File: config.mk
export PLATFORM = sky130hd
export DESIGN_NAME = aftab_debug_readout
export DESIGN_NICKNAME = d
export VERILOG_FILES = /design/src/rtl/aftab_readout_pkg.sv /design/src/rtl/aftab_readout_counter.sv /design/src/rtl/aftab_debug_readout.sv
export SDC_FILE = /design/constraint.sdc
export NUM_CORES = 1
export LEC_CHECK = 0
export ABC_AREA = 1
export CAP_MARGIN = 20
export CORE_MARGIN = 2
export CORE_UTILIZATION = 63
export DETAILED_ROUTE_END_ITERATION = 16
export DONT_BUFFER_PORTS = 1
export GPL_TIMING_DRIVEN = 0
export PLACE_DENSITY = 0.85
export SLEW_MARGIN = 20
export SYNTH_ARGS = -nofsm -noshare
export SYNTH_HDL_FRONTEND = slang
export SYNTH_SLANG_ARGS = --single-unit
File: constraint.sdc
create_clock -name clk -period 1.7 [get_ports clk]
set_input_delay 0.34 -clock clk [delete_from_list [all_inputs] [get_ports clk]]
set_output_delay 0.34 -clock clk [all_outputs]
set_load 0.01 [all_outputs]
File: src/rtl/aftab_readout_pkg.sv
// ----------------------------------------------------------------------------
// aftab_readout_pkg
// Shared definitions for the AFTAB debug readout engine.
//   - state_t : FSM state encoding (IDLE, SHIFT, PARITY, DONE)
//   - cnt_width() : width of the bit counter for a given captured width
// Optional feature macro: AFTAB_READOUT_PARITY_EN (even-parity trailer bit).
// ----------------------------------------------------------------------------
package aftab_readout_pkg;

    typedef enum logic [1:0] {
        IDLE   = 2'd0,
        SHIFT  = 2'd1,
        PARITY = 2'd2,
        DONE   = 2'd3
    } state_t;

    // Counter must be able to index every data bit; sized to hold n itself.
    function automatic int cnt_width(input int n);
        return $clog2(n + 1);
    endfunction

endpackage

File: src/rtl/aftab_readout_counter.sv
// ----------------------------------------------------------------------------
// aftab_readout_counter
// Parameterised up-counter with synchronous clear and count enable.
// Ports:
//   clk     : clock, rising edge
//   rst     : asynchronous active-high reset
//   i_clr   : synchronous clear (wins over i_en)
//   i_en    : increment enable
//   o_count : current count value
// ----------------------------------------------------------------------------
module aftab_readout_counter #(
    parameter int W = 6
) (
    input  logic         clk,
    input  logic         rst,
    input  logic         i_clr,
    input  logic         i_en,
    output logic [W-1:0] o_count
);

    logic [W-1:0] r_count;

    // Count register: clear has priority over increment.
    always_ff @(posedge clk or posedge rst) begin
        if (rst) begin
            r_count <= {W{1'b0}};
        end else if (i_clr) begin
            r_count <= {W{1'b0}};
        end else if (i_en) begin
            r_count <= r_count + {{(W-1){1'b0}}, 1'b1};
        end else begin
            r_count <= r_count;
        end
    end

    assign o_count = r_count;

endmodule

File: src/rtl/aftab_debug_readout.sv
// ----------------------------------------------------------------------------
// aftab_debug_readout
// Captures a parallel datapath value on request and shifts it out LSB-first
// over a per-bit valid/ready handshake to the debugger serial link.
// Ports:
//   clk       : clock, rising edge
//   rst       : asynchronous active-high reset
//   in        : parallel value, sampled only on the capture edge
//   req       : capture request, honoured only in IDLE
//   zero      : synchronous abort/clear, forces IDLE
//   soutReady : debugger accepts current serial bit
//   sout      : current serial bit
//   soutValid : sout is valid
//   busy      : transfer in progress
//   done      : one-cycle pulse after the last bit is accepted
// Optional feature macro: AFTAB_READOUT_PARITY_EN appends an even-parity bit.
// ----------------------------------------------------------------------------
module aftab_debug_readout
    import aftab_readout_pkg::*;
#(
    parameter int size = 32
) (
    input  logic            clk,
    input  logic            rst,
    input  logic [size-1:0] in,
    input  logic            req,
    input  logic            zero,
    input  logic            soutReady,
    output logic            sout,
    output logic            soutValid,
    output logic            busy,
    output logic            done
);

    localparam int             CW   = cnt_width(size);
    localparam logic [CW-1:0]  LAST = CW'(size - 1);

    state_t          r_state;
    logic [size-1:0] r_shreg;
    logic [CW-1:0]   w_count;
    logic            w_capture;
    logic            w_accept;
    logic            w_last;
    logic            w_cnt_clr;
    logic            w_cnt_en;

    assign w_capture = (r_state == IDLE) && req && !zero;
    assign w_accept  = (r_state == SHIFT) && soutReady;
    assign w_last    = (w_count == LAST);
    // Counter parks at size-1 rather than wrapping; capture restarts it.
    assign w_cnt_clr = zero || w_capture;
    assign w_cnt_en  = w_accept && !w_last;

    aftab_readout_counter #(
        .W (CW)
    ) u_counter (
        .clk     (clk),
        .rst     (rst),
        .i_clr   (w_cnt_clr),
        .i_en    (w_cnt_en),
        .o_count (w_count)
    );

`ifdef AFTAB_READOUT_PARITY_EN
    logic r_par;

    // Parity accumulator: even parity of the captured word, fixed at capture.
    always_ff @(posedge clk or posedge rst) begin
        if (rst) begin
            r_par <= 1'b0;
        end else if (zero) begin
            r_par <= 1'b0;
        end else if (w_capture) begin
            r_par <= ^in;
        end else begin
            r_par <= r_par;
        end
    end
`endif

    // Transfer FSM and shift register.
    always_ff @(posedge clk or posedge rst) begin
        if (rst) begin
            r_state <= IDLE;
            r_shreg <= {size{1'b0}};
        end else if (zero) begin
            r_state <= IDLE;
            r_shreg <= {size{1'b0}};
        end else begin
            case (r_state)
                IDLE: begin
                    if (req) begin
                        r_shreg <= in;
                        r_state <= SHIFT;
                    end else begin
                        r_state <= IDLE;
                    end
                end
                SHIFT: begin
                    if (soutReady) begin
                        r_shreg <= {1'b0, r_shreg[size-1:1]};
                        if (w_last) begin
`ifdef AFTAB_READOUT_PARITY_EN
                            r_state <= PARITY;
`else
                            r_state <= DONE;
`endif
                        end else begin
                            r_state <= SHIFT;
                        end
                    end else begin
                        r_state <= SHIFT;
                    end
                end
`ifdef AFTAB_READOUT_PARITY_EN
                PARITY: begin
                    if (soutReady) begin
                        r_state <= DONE;
                    end else begin
                        r_state <= PARITY;
                    end
                end
`endif
                DONE: begin
                    r_state <= IDLE;
                end
                default: begin
                    r_state <= IDLE;
                end
            endcase
        end
    end

    // Outputs decode only registered state, so rst clears them at once.
    assign busy = (r_state != IDLE);
    assign done = (r_state == DONE);
`ifdef AFTAB_READOUT_PARITY_EN
    assign soutValid = (r_state == SHIFT) || (r_state == PARITY);
    assign sout      = ((r_state == SHIFT) && r_shreg[0]) ||
                       ((r_state == PARITY) && r_par);
`else
    assign soutValid = (r_state == SHIFT);
    assign sout      = (r_state == SHIFT) && r_shreg[0];
`endif

endmodule

==> results by stage <==
Floorplan:
- The die height is between 60 and 70 um.
- The effective utilization at floorplan is 0.6607.
- The die footprint is around 4000 um^2.
- In this run the horizontal extent of the chip is between 60 and 70 um.
- 41 I/O pins were placed.
- In this run the core area contains 21 standard-cell rows.
- In this run the standard cell core region covers about 3400 um^2.

CTS:
- Clock latency on the worst-skew pair, taken at its later pin, is between 300 and 400 ps.
- The H-tree generated during clock tree synthesis spans 2 levels.
- The maximum count of clock buffers along a single path is 2.
- Clock-pin slew was measured on the worst setup and hold paths at ~120 ps.
- The root buffer cell is sky130_fd_sc_hd__clkbuf_4.
- The TritonCTS clock tree is done.
- The number of clock buffers added by TritonCTS is 5.
- The clock net in this run drives a total of 40 sinks.

Run status:
- The flow ran to the end, and the final reports show no timing, DRC or antenna violations.

Logic synthesis:
- The yosys synthesis warning count is 0.
- Counting instances in the post-synthesis netlist gives the leading cell types as sky130_fd_sc_hd__nand2_1 (80), sky130_fd_sc_hd__nor2_1 (69), sky130_fd_sc_hd__dfrtp_1 (40).
- The average footprint of a synthesized cell is approximately 7.3 um^2.
- The synthesized design contains 0 enable-type register cells.
- The flip-flop cell with the highest count after synthesis is sky130_fd_sc_hd__dfrtp_1.
- Yosys instantiated no cell more often than sky130_fd_sc_hd__nand2_1.
- Yosys attributes the largest share of cell area to sky130_fd_sc_hd__dfrtp_1 (45%), sky130_fd_sc_hd__nand2_1 (14%), sky130_fd_sc_hd__nor2_1 (12%), sky130_fd_sc_hd__o21ai_1 (6.8%), sky130_fd_sc_hd__or2_0 (4.2%).
- After synthesis the netlist holds a flip-flop and latch count of 40.
- The fraction of post-synthesis cell area in the top cell type by area is 0.4505.
- The number of nets handed over by synthesis was ~340.
- For this run, the register share of the synthesized area comes to 0.4505.
- After synthesis, the share of flip-flops with an asynchronous set or reset is 1.000.
- The distinct cell type count after synthesis is 25.
- Synthesis handed over a netlist of about 310 instances.
- Summing every instance area after synthesis gives around 2200 um^2.
- The biggest area contributor in the post-synthesis netlist is sky130_fd_sc_hd__dfrtp_1.

Timing:
- The routed design could run at a clock period as short as about 1600 ps.
- Setup violations remaining at the end of the flow were counted as 0.
- The setup skew after layout is roughly 11 ps.
- The normalized max-slew margin is 0.7061.
- In the finished design, the share of the clock period the worst path needs comes to 0.9521.
- After layout, the worst setup slack is between 80 and 90 ps.
- The transition time at the pin with the least slew margin is approximately 440 ps.
- Setup repair after global routing could not meet its margin everywhere.
- The final number of max-transition violations is 0.
- For this run, the top clock speed supported by timing is 617.8 MHz.
- The count of endpoints failing hold in the final timing report is 0.

Critical path:
- The highest net fanout along the worst path is 10.
- The worst setup path is captured at a primary output.
- The arrival time reported for the critical path endpoint is 1280 ps.
- The setup path with the least slack is of type flip-flop to primary output.
- The path depth of the worst reg2reg path is 7.
- The required time of the critical path is about 1400 ps.
- The startpoint kind of the worst setup timing path is a flip-flop.

Power and ir drop:
- The worst-case IR drop observed on VDD is between 500 and 600 uV.
- The relative contribution of the clock network to total power is 0.241.
- Of the total power, the share spent switching nets is 0.3039.
- The power density relative to cell area is slightly above 800 nW/um^2.
- The final total power is about 0.0019 W.
- For this design the static power due to leakage is around 1.1 nW.
- The analysis attributes to net switching a power of 0.0005844 W.
- Of the total power, combinational logic draws 0.195.
- Of the total power, registers draw 0.564.
- The internal power contribution is 0.001338 W.

Placed design:
- At the end of routability-driven placement, the weighted congestion stood at 0.8383.
- The post-place setup slack is 216.0 ps.
- The total half-perimeter wirelength after legalization and detailed placement is about 3200 um.
- In this run the tool buffered the top-level ports with 0 buffer cells.

Global route:
- The number of antenna violations at the first check in global routing was 0.
- Entering global routing, the biggest net connects 23 pins.
- After global routing the overflow that remains totals 0.
- The wire length of the first global-routing pass is around 7600 um.
- In the global route stage, overall resource usage came out at 0.2439.
- The number of global-route vias before repair is 1748.

Detailed routing:
- Dividing the detail-routed wire length by the instance count gives approximately 12 um.
- The highest routed metal layer is met4.
- The number of vias per cell is ~5.3.
- The total via count in the routed design is roughly 1900.
- The met1 wire length is 2070 um.
- The post-detailed-route count of antenna-violating nets is 0.
- The overall routed net length is ~4500 um.
- The detailed route wirelength on metal2 is around 2000 um.
- For this block, the initial DRC count from the detailed router was 117.
- Before antenna repair, the detailed router went through 5 iterations.
- The DRC violation count after routing is 0.
- The detailed-routed wire length on met3 is 305 um.

Cells and area:
- Of the cells placed in the final design, the portion with a size suffix greater than 1 is 0.09236.
- The area added between synthesis and finish is 6.532%.
- The number of nets in the layout is roughly 350.
- The filler cells instantiated in the layout total 296.
- The antenna diode count is 0.

Min path:
- The path class of the lowest-slack min-delay path is primary input to flip-flop.
- The worst hold path depth is 2.

Job:
- The reported max-cap violation count is 0.
## cell families (layout without fill, tap and decap cells)
| group | after synthesis | after routing | synth area share |
|---|---|---|---|
| adder cells (fa/ha/maj) | 1 | 1 | 0.005630 |
| AND/OR/NAND/NOR | 196 | 196 | 0.3880 |
| AO/OA/AOI/OAI | 38 | 38 | 0.08671 |
| flip-flops | 40 | 40 | 0.4505 |
| buffers and inverters | 31 | 39 | 0.06926 |
## cell type report
class	instances	area [um^2]	share of cell area
clock buffers	6	41.29	0.01744
well taps	46	57.56	0.02431
inverters	15	58.81	0.02484
repair buffers	2	37.54	0.01586
multi-input cells	235	1070	0.4519
plain buffers	15	96.34	0.04070
clock inverters	1	5.005	0.002114
flip-flops and latches	40	1001	0.4228
## power by group through the flow
| stage | Clock (W) | Combinational (W) | Sequential (W) |
|---|---|---|---|
| 2_1_floorplan | 0 | 0.000295 | 0.00109 |
| 3_3_place_gp | 0 | 0.000352 | 0.00110 |
| 3_5_place_dp | 0 | 0.000371 | 0.00110 |
| 4_1_cts | 0.000469 | 0.000376 | 0.00108 |
| 5_1_grt | 0.000498 | 0.000430 | 0.00110 |
| 6_report | 0.000463 | 0.000374 | 0.00109 |
## cell usage in the layout (no fill, tap or decap), drive strengths merged
cell	netlist	layout
o21bai	1	1
nand3	8	8
buf	11	11
nor4	1	1
a21oi	2	2
o21ai	35	35
dlygate4sd3	0	1
nand4	2	2
ha	1	1
clkbuf	5	11
clkinv	0	1
dfrtp	40	40
or2	31	31
nor2	72	72
inv	15	15
nand2	82	82
## sequential cells by signal (all words and copies together) (netlist names)
signal and cells:
u_counter.o_count 6, r_state 2, r_shreg 32
## critical path: stages, from the launching register on
cell and delay (ps):
sky130_fd_sc_hd__dfrtp_1 390, sky130_fd_sc_hd__inv_1 80, sky130_fd_sc_hd__nor2_4 190, sky130_fd_sc_hd__clkbuf_4 270
## final timing paths
check | slack (ps) | startpoint | to
min in group asynchronous | 430 | rst | r_shreg[24]
worst min register to register | 500 | r_shreg[30] | r_shreg[30]
worst max register to register | 230 | r_state[0] | r_shreg[1]
worst max-delay path | 80 | r_state[0] | soutValid
worst min-delay path | 140 | in[31] | r_shreg[31]
max in group asynchronous | 800 | rst | u_counter.o_count[5]
## what timing repair did
| action | CTS | global route |
|---|---|---|
| gates resized for setup | 1 | 2 |
| cloned | 0 | 0 |
| endpoints found under the setup margin | 1 | 2 |
| buffers inserted | 0 | 0 |
| hold endpoints to repair | 18 | 0 |
| hold buffers | 1 | 0 |
## layer usage
layer  vias up  global-route usage
met1       862              0.3175
met2        57              0.3908
met3         9             0.06786
li1        967                   -
met4         0             0.08696
met5         -                   0
## stage by stage
stage          setup TNS [ps]  hold slack (ps)  cell area (um^2)    util  cells
2_1_floorplan               0            445.7              2222       -    306
5_1_grt                -8.274            141.8              2367  0.7039    360
3_3_place_gp                0            459.3              2280  0.6778    352
6_report                    0            143.2              2367  0.7039    360
3_5_place_dp                0            252.7              2307  0.6860    353
4_1_cts                     0            142.2              2362  0.7024    360
Power figures use the tool's default switching activity.
